$ cat src/rtl/ft_err_pkg.sv
// ft_err_pkg: shared types and helpers for the voter error collector.
// FT_ERR_TIMESTAMP_EN adds a 16-bit enqueue timestamp to each event.
package ft_err_pkg;

    localparam int FT_ERR_TS_W     = 16;
    localparam int FT_ERR_ID_MAX_W = 5;

    function automatic int ft_err_id_w(input int n);
        return (n <= 2) ? 1 : $clog2(n);
    endfunction

    typedef struct packed {
`ifdef FT_ERR_TIMESTAMP_EN
        logic [FT_ERR_TS_W-1:0]     ts;
`endif
        logic [FT_ERR_ID_MAX_W-1:0] id;
    } ft_err_evt_t;

endpackage

$ cat src/rtl/ft_err_fifo.sv
// ft_err_fifo: shift-register event FIFO; entry 0 is the registered head.
// Flush empties the queue and zeroes the head entry.
module ft_err_fifo
    import ft_err_pkg::*;
#(
    parameter type T     = ft_err_evt_t,
    parameter int  DEPTH = 4
) (
    input  logic clk,
    input  logic rst_n,
    input  logic flush,
    input  logic push,
    input  logic pop,
    input  T     din,
    output logic full,
    output logic empty,
    output T     head
);

    localparam int AW = $clog2(DEPTH);

    T            mem [DEPTH];
    logic [AW:0] count;
    logic        do_pop;
    logic        do_push;
    logic [AW-1:0] wr_idx;

    assign full    = (count == (AW+1)'(DEPTH));
    assign empty   = (count == '0);
    assign head    = mem[0];
    assign do_pop  = pop && !empty;
    assign do_push = push && (!full || do_pop);
    assign wr_idx  = do_pop ? AW'(count - (AW+1)'(1)) : AW'(count);

    // Shift down on pop, write behind the last live entry on push.
    always_ff @(posedge clk or negedge rst_n) begin
        if (!rst_n) begin
            count <= '0;
            for (int i = 0; i < DEPTH; i++) mem[i] <= '0;
        end else if (flush) begin
            count <= '0;
            for (int i = 0; i < DEPTH; i++) mem[i] <= '0;
        end else begin
            if (do_pop) begin
                for (int i = 0; i < DEPTH-1; i++) mem[i] <= mem[i+1];
            end
            if (do_push) mem[wr_idx] <= din;
            if (do_push && !do_pop) count <= count + (AW+1)'(1);
            else if (do_pop && !do_push) count <= count - (AW+1)'(1);
        end
    end

endmodule

$ cat src/rtl/ft_err_collector.sv
// ft_err_collector: per-source TMR voter error statistics and event queue.
// FT_ERR_TIMESTAMP_EN adds a free-running cycle counter and evt_ts_o.
module ft_err_collector
    import ft_err_pkg::*;
#(
    parameter int N_SRC      = 4,
    parameter int CNT_W      = 8,
    parameter int FIFO_DEPTH = 4,
    parameter int THRESH     = 16
) (
    input  logic                          clk,
    input  logic                          rst_n,
    input  logic [N_SRC-1:0]              err_i,
    input  logic                          clear_i,
    output logic                          evt_valid_o,
    input  logic                          evt_ready_i,
    output logic [ft_err_id_w(N_SRC)-1:0] evt_id_o,
`ifdef FT_ERR_TIMESTAMP_EN
    output logic [FT_ERR_TS_W-1:0]        evt_ts_o,
`endif
    output logic [N_SRC*CNT_W-1:0]        err_cnt_o,
    output logic [N_SRC-1:0]              sticky_o,
    output logic [N_SRC-1:0]              overrun_o,
    output logic                          alarm_o,
    output logic                          fifo_full_o
);

    localparam int ID_W = ft_err_id_w(N_SRC);
    localparam logic [CNT_W-1:0] CNT_MAX = '1;
    localparam logic [CNT_W-1:0] THR = CNT_W'(THRESH);

    logic [CNT_W-1:0] cnt     [N_SRC];
    logic [CNT_W-1:0] cnt_nxt [N_SRC];
    logic [N_SRC-1:0] pending;
    logic [N_SRC-1:0] req;
    logic [N_SRC-1:0] sel_oh;
    logic [N_SRC-1:0] enq_oh;
    logic [ID_W-1:0]  sel;
    logic             alarm_nxt;
    logic             fifo_full;
    logic             fifo_empty;
    logic             pop;
    logic             push;
    ft_err_evt_t      evt_in;
    ft_err_evt_t      evt_head;

    assign req    = pending | err_i;
    assign sel_oh = req & (~req + N_SRC'(1));
    assign pop    = evt_valid_o & evt_ready_i;
    assign push   = (|req) && (!fifo_full || pop) && !clear_i;
    assign enq_oh = push ? sel_oh : '0;

    // Lowest-index requesting source wins the enqueue slot.
    always_comb begin
        sel = '0;
        for (int k = N_SRC-1; k >= 0; k--) begin
            if (req[k]) sel = ID_W'(k);
        end
    end

    // Saturating counter next-state and the alarm it implies.
    always_comb begin
        alarm_nxt = 1'b0;
        for (int k = 0; k < N_SRC; k++) begin
            cnt_nxt[k] = cnt[k];
            if (clear_i) cnt_nxt[k] = '0;
            else if (err_i[k] && cnt[k] != CNT_MAX) cnt_nxt[k] = cnt[k] + CNT_W'(1);
            if (cnt_nxt[k] >= THR) alarm_nxt = 1'b1;
        end
    end

    // Statistics and pending state; clear wins over same-cycle errors.
    always_ff @(posedge clk or negedge rst_n) begin
        if (!rst_n) begin
            for (int k = 0; k < N_SRC; k++) cnt[k] <= '0;
            sticky_o  <= '0;
            overrun_o <= '0;
            pending   <= '0;
            alarm_o   <= 1'b0;
        end else if (clear_i) begin
            for (int k = 0; k < N_SRC; k++) cnt[k] <= '0;
            sticky_o  <= '0;
            overrun_o <= '0;
            pending   <= '0;
            alarm_o   <= 1'b0;
        end else begin
            for (int k = 0; k < N_SRC; k++) cnt[k] <= cnt_nxt[k];
            sticky_o  <= sticky_o | err_i;
            overrun_o <= overrun_o | (err_i & pending & ~enq_oh);
            pending   <= req & ~enq_oh;
            alarm_o   <= alarm_nxt;
        end
    end

    // Flatten counters onto the output bus.
    always_comb begin
        err_cnt_o = '0;
        for (int k = 0; k < N_SRC; k++) err_cnt_o[k*CNT_W +: CNT_W] = cnt[k];
    end

`ifdef FT_ERR_TIMESTAMP_EN
    logic [FT_ERR_TS_W-1:0] ts;

    // Free-running cycle counter, untouched by clear.
    always_ff @(posedge clk or negedge rst_n) begin
        if (!rst_n) ts <= '0;
        else ts <= ts + FT_ERR_TS_W'(1);
    end

    assign evt_in.ts = ts;
    assign evt_ts_o  = evt_head.ts;
`endif

    assign evt_in.id = FT_ERR_ID_MAX_W'(sel);

    ft_err_fifo #(
        .T     (ft_err_evt_t),
        .DEPTH (FIFO_DEPTH)
    ) u_fifo (
        .clk   (clk),
        .rst_n (rst_n),
        .flush (clear_i),
        .push  (push),
        .pop   (pop),
        .din   (evt_in),
        .full  (fifo_full),
        .empty (fifo_empty),
        .head  (evt_head)
    );

    assign evt_valid_o = !fifo_empty;
    assign evt_id_o    = ID_W'(evt_head.id);
    assign fifo_full_o = fifo_full;

endmodule

$ cat config.mk
export PLATFORM = sky130hd
export DESIGN_NAME = ft_err_collector
export DESIGN_NICKNAME = d
export VERILOG_FILES = /design/src/rtl/ft_err_pkg.sv /design/src/rtl/ft_err_fifo.sv /design/src/rtl/ft_err_collector.sv
export SDC_FILE = /design/constraint.sdc
export NUM_CORES = 1
export LEC_CHECK = 0
export CAP_MARGIN = 20
export CELL_PAD_IN_SITES_DETAIL_PLACEMENT = 0
export CELL_PAD_IN_SITES_GLOBAL_PLACEMENT = 1
export CORE_MARGIN = 4
export CORE_UTILIZATION = 40
export CTS_CLUSTER_SIZE = 28
export DETAILED_ROUTE_END_ITERATION = 16
export HOLD_SLACK_MARGIN = 0.02
export PLACE_DENSITY_LB_ADDON = 0.1
export SYNTH_ARGS = -nofsm -noshare
export SYNTH_HDL_FRONTEND = slang
export SYNTH_SLANG_ARGS = --single-unit
$ cat constraint.sdc
create_clock -name clk -period 2.49 [get_ports clk]
set_input_delay 0.498 -clock clk [delete_from_list [all_inputs] [get_ports clk]]
set_output_delay 0.498 -clock clk [all_outputs]
set_load 0.03 [all_outputs]
==> flow_summary.toml <==
[die]
pin_count = 53
die_y_um = 93.2
core_um2 = 6910
die_area_um2 = 8690
die_w_um = 93.2
rows = 30
start_util = 0.421

[hold_path]
hold_class = "in -> async"

[yosys]
synthArstFlopShare = 1.00
syn_area_um2 = 2910
syn-num-nets = 328
synth-edff-count = 0
synth_top_area_share = 0.482
ys_types = 43
ys_top_cells_by_area = "dfrtp_1 48%, nor2_1 6.5%, nand2_1 4.8%, mux2i_1 3.1%, a311oi_1 3.0%"
synth_flop_cell = "dfrtp_1"
netlist_instances = 313
ys_seq_area_frac = 0.482
yosys_warnings = 0
ys_ff_latch = 56
synth_top_area_cell = "dfrtp_1"
syn_area_per_cell_um2 = 9.28

[critical_path]
worst-path-max-fanout = 6
startpoint_type = "input port"
arrival_ns = 2.50
endpoint_kind = "register"
reg2regPathDepth = 7
path_class = "in -> reg"
r2r-start = "err_cnt_o[9]"
critPathRequiredTime_ns = 2.66
r2r_setup_slack_ns = 0.17
r2r_end = "alarm_o"

[clock_network]
cts_num_sinks = 56
cts_setup_buffers = 0
root_buffer = "clkbuf_8"
cts_buffers = 5
cts_max_level = 2
cts_tree = "yes"
clkTransAtPathRegs_ns = 0.10
clk_path_buf_depth = 2
clk_latency_ns = 0.30

[global_route]
grt_pass1_wl_um = 11900
grt-ovfl-total = 0
track_usage = 0.169
grt_pass1_vias = 2364
grt_max_degree = 22
antenna_found_initial = 0

[routing]
drt_wl_total_um = 6940
dr_wl_met3_um = 306
antenna_left = 0
wl_met2_um = 3040
routedLengthMet1_um = 3530
num_vias = 2519
drt-vias-per-instance = 5.27
dr.pass1.iters = 4
wire_per_inst_um = 14.5
routed.top_layer = "met4"
drc = 0
drt_iter0_markers = 163

[power_and_ir_drop]
ir_worst_vdd_v = 0.000331
power.density_nw_per_um2 = 663
p_leak_uw = 0.00168

[finish]
antenna_cells = 0
stdcell_area_um2 = 3780
fin_nets = 397
area_growth_pct = 30.1
layout-drive-gt1-share = 0.0995

[timing]
tns_ns = 0
finalCritPeriodShare = 0.936
worst_clock_skew_ns = 0.00483
setup_viol = 0
rsz0062_at_grt = "false"
whs_ns = 0.0919
tightestPinTransition_ns = 0.651
setup_slack_ns = 0.160
hold_viol = 0
report.final.slew_viol_count = 0
fin_crit_ns = 2.33
max_clock_freq_ghz = 0.429
max_slew_margin = 0.561

[place]
place_ws_ns = -0.262
numPortBuffers = 52
place_area_um2 = 3650
place.gp.congestion = 0.778
hpwl_um = 5100

[run]
cap_violations = 0

[run_status]
status = "complete, no violations"
power breakdown:
part	total, uW	internal [uW]	switching, uW
Clock	689	396	293
Combinational	745	287	457
Sequential	1070	991	82.3
layout make-up:
type | instances | area [um^2]
Inverter | 7 | 26.3
Tap cell | 96 | 120
Clock inverter | 2 | 60.1
Multi-Input combinational cell | 236 | 1410
Fill cell | 667 | 3130
Clock buffer | 5 | 68.8
Timing Repair Buffer | 76 | 688
Sequential cell | 56 | 1400
synth_stat cells (8+ instances only):
master    number
a21oi_1       13
a311oi_1      10
a31oi_1        8
and3_1         8
dfrtp_1       56
mux2i_1        9
nand2_1       37
nand3_1        9
nand4_1       11
nor2_1        50
nor3_1        11
xor2_1         8
through the flow:
step                      cells  power (uW)   util
after CTS                   478        2520  0.546
after global placement      471        1840  0.528
final                       478        2510  0.547
after global routing        478        2670  0.547
after floorplan             313        1590      -
after detailed placement    471        1840  0.528
worst max-delay path, cell delays in order:
cell and delay, ns:
clkdlybuf4s50_1 0.60, and3_1 0.24, and4_1 0.20, nor3_1 0.06, or4b_1 0.54, nor4b_2 0.22, a41oi_1 0.14
state kept, by name (all words and copies together) (netlist names):
name and count:
u_fifo.head 2, sticky_o 4, u_fifo.count 3, err_cnt_o 32, u_fifo.mem 6, pending 4
overrun_o 4, alarm_o 1
how the worst max path moves through the flow:
| stage | start | to | depth (start not counted) | slack [ns] |
|---|---|---|---|---|
| finish | err_i[1] | alarm_o | 7 | 0.16 |
| global route | err_i[1] | alarm_o | 7 | 0.01 |
| CTS | err_i[1] | u_fifo.head[0] | 7 | 0.10 |
| detailed placement | err_i[1] | u_fifo.head[0] | 7 | -0.26 |
| global placement | err_i[1] | u_fifo.head[0] | 7 | -0.19 |
| floorplan | err_cnt_o[8] | alarm_o | 7 | 0.17 |
cells in the final DEF, fill, tap and decap left out, types with 3 or more instances in the layout:
| cell | count |
|---|---|
| nor2_1 | 50 |
| clkbuf_8 | 5 |
| a21oi_1 | 13 |
| nor3_1 | 11 |
| inv_1 | 7 |
| a31oi_1 | 8 |
| nand4_1 | 11 |
| a211oi_1 | 3 |
| nor4_1 | 4 |
| o21ai_0 | 6 |
| nor2b_1 | 4 |
| nand3_1 | 9 |
| xor2_1 | 8 |
| and4_1 | 5 |
| dfrtp_1 | 56 |
| xnor2_1 | 7 |
| mux2i_1 | 9 |
| buf_4 | 24 |
| clkdlybuf4s50_1 | 48 |
| nand2_1 | 37 |
| and2_1 | 4 |
| and3_1 | 8 |
| a311oi_1 | 10 |
| o21a_1 | 3 |
| ha_1 | 7 |
cells by family (layout without fill, tap and decap cells):
group | count (synthesis) | in the layout | share of synthesized area
adder cells (fa/ha/maj) | 7 | 7 | 0.0301
multiplexers | 9 | 9 | 0.0310
AO/OA/AOI/OAI | 53 | 53 | 0.124
XOR/XNOR | 15 | 15 | 0.0452
buffers and inverters | 21 | 90 | 0.0332
AND/OR/NAND/NOR | 152 | 152 | 0.255
flip-flops | 56 | 56 | 0.482
repair_timing:
item / 4_1_cts / 5_1_grt
resized for setup: 2 / 2
setup endpoints to repair: 2 / 5
hold buffers: 0 / 0
routing by layer:
metal  vias up  GRT usage
met5         -          0
met4         0     0.0464
met3         8     0.0346
met2        58      0.246
met1      1199      0.254
li1       1254          -
(Power assumes the default switching activity.)
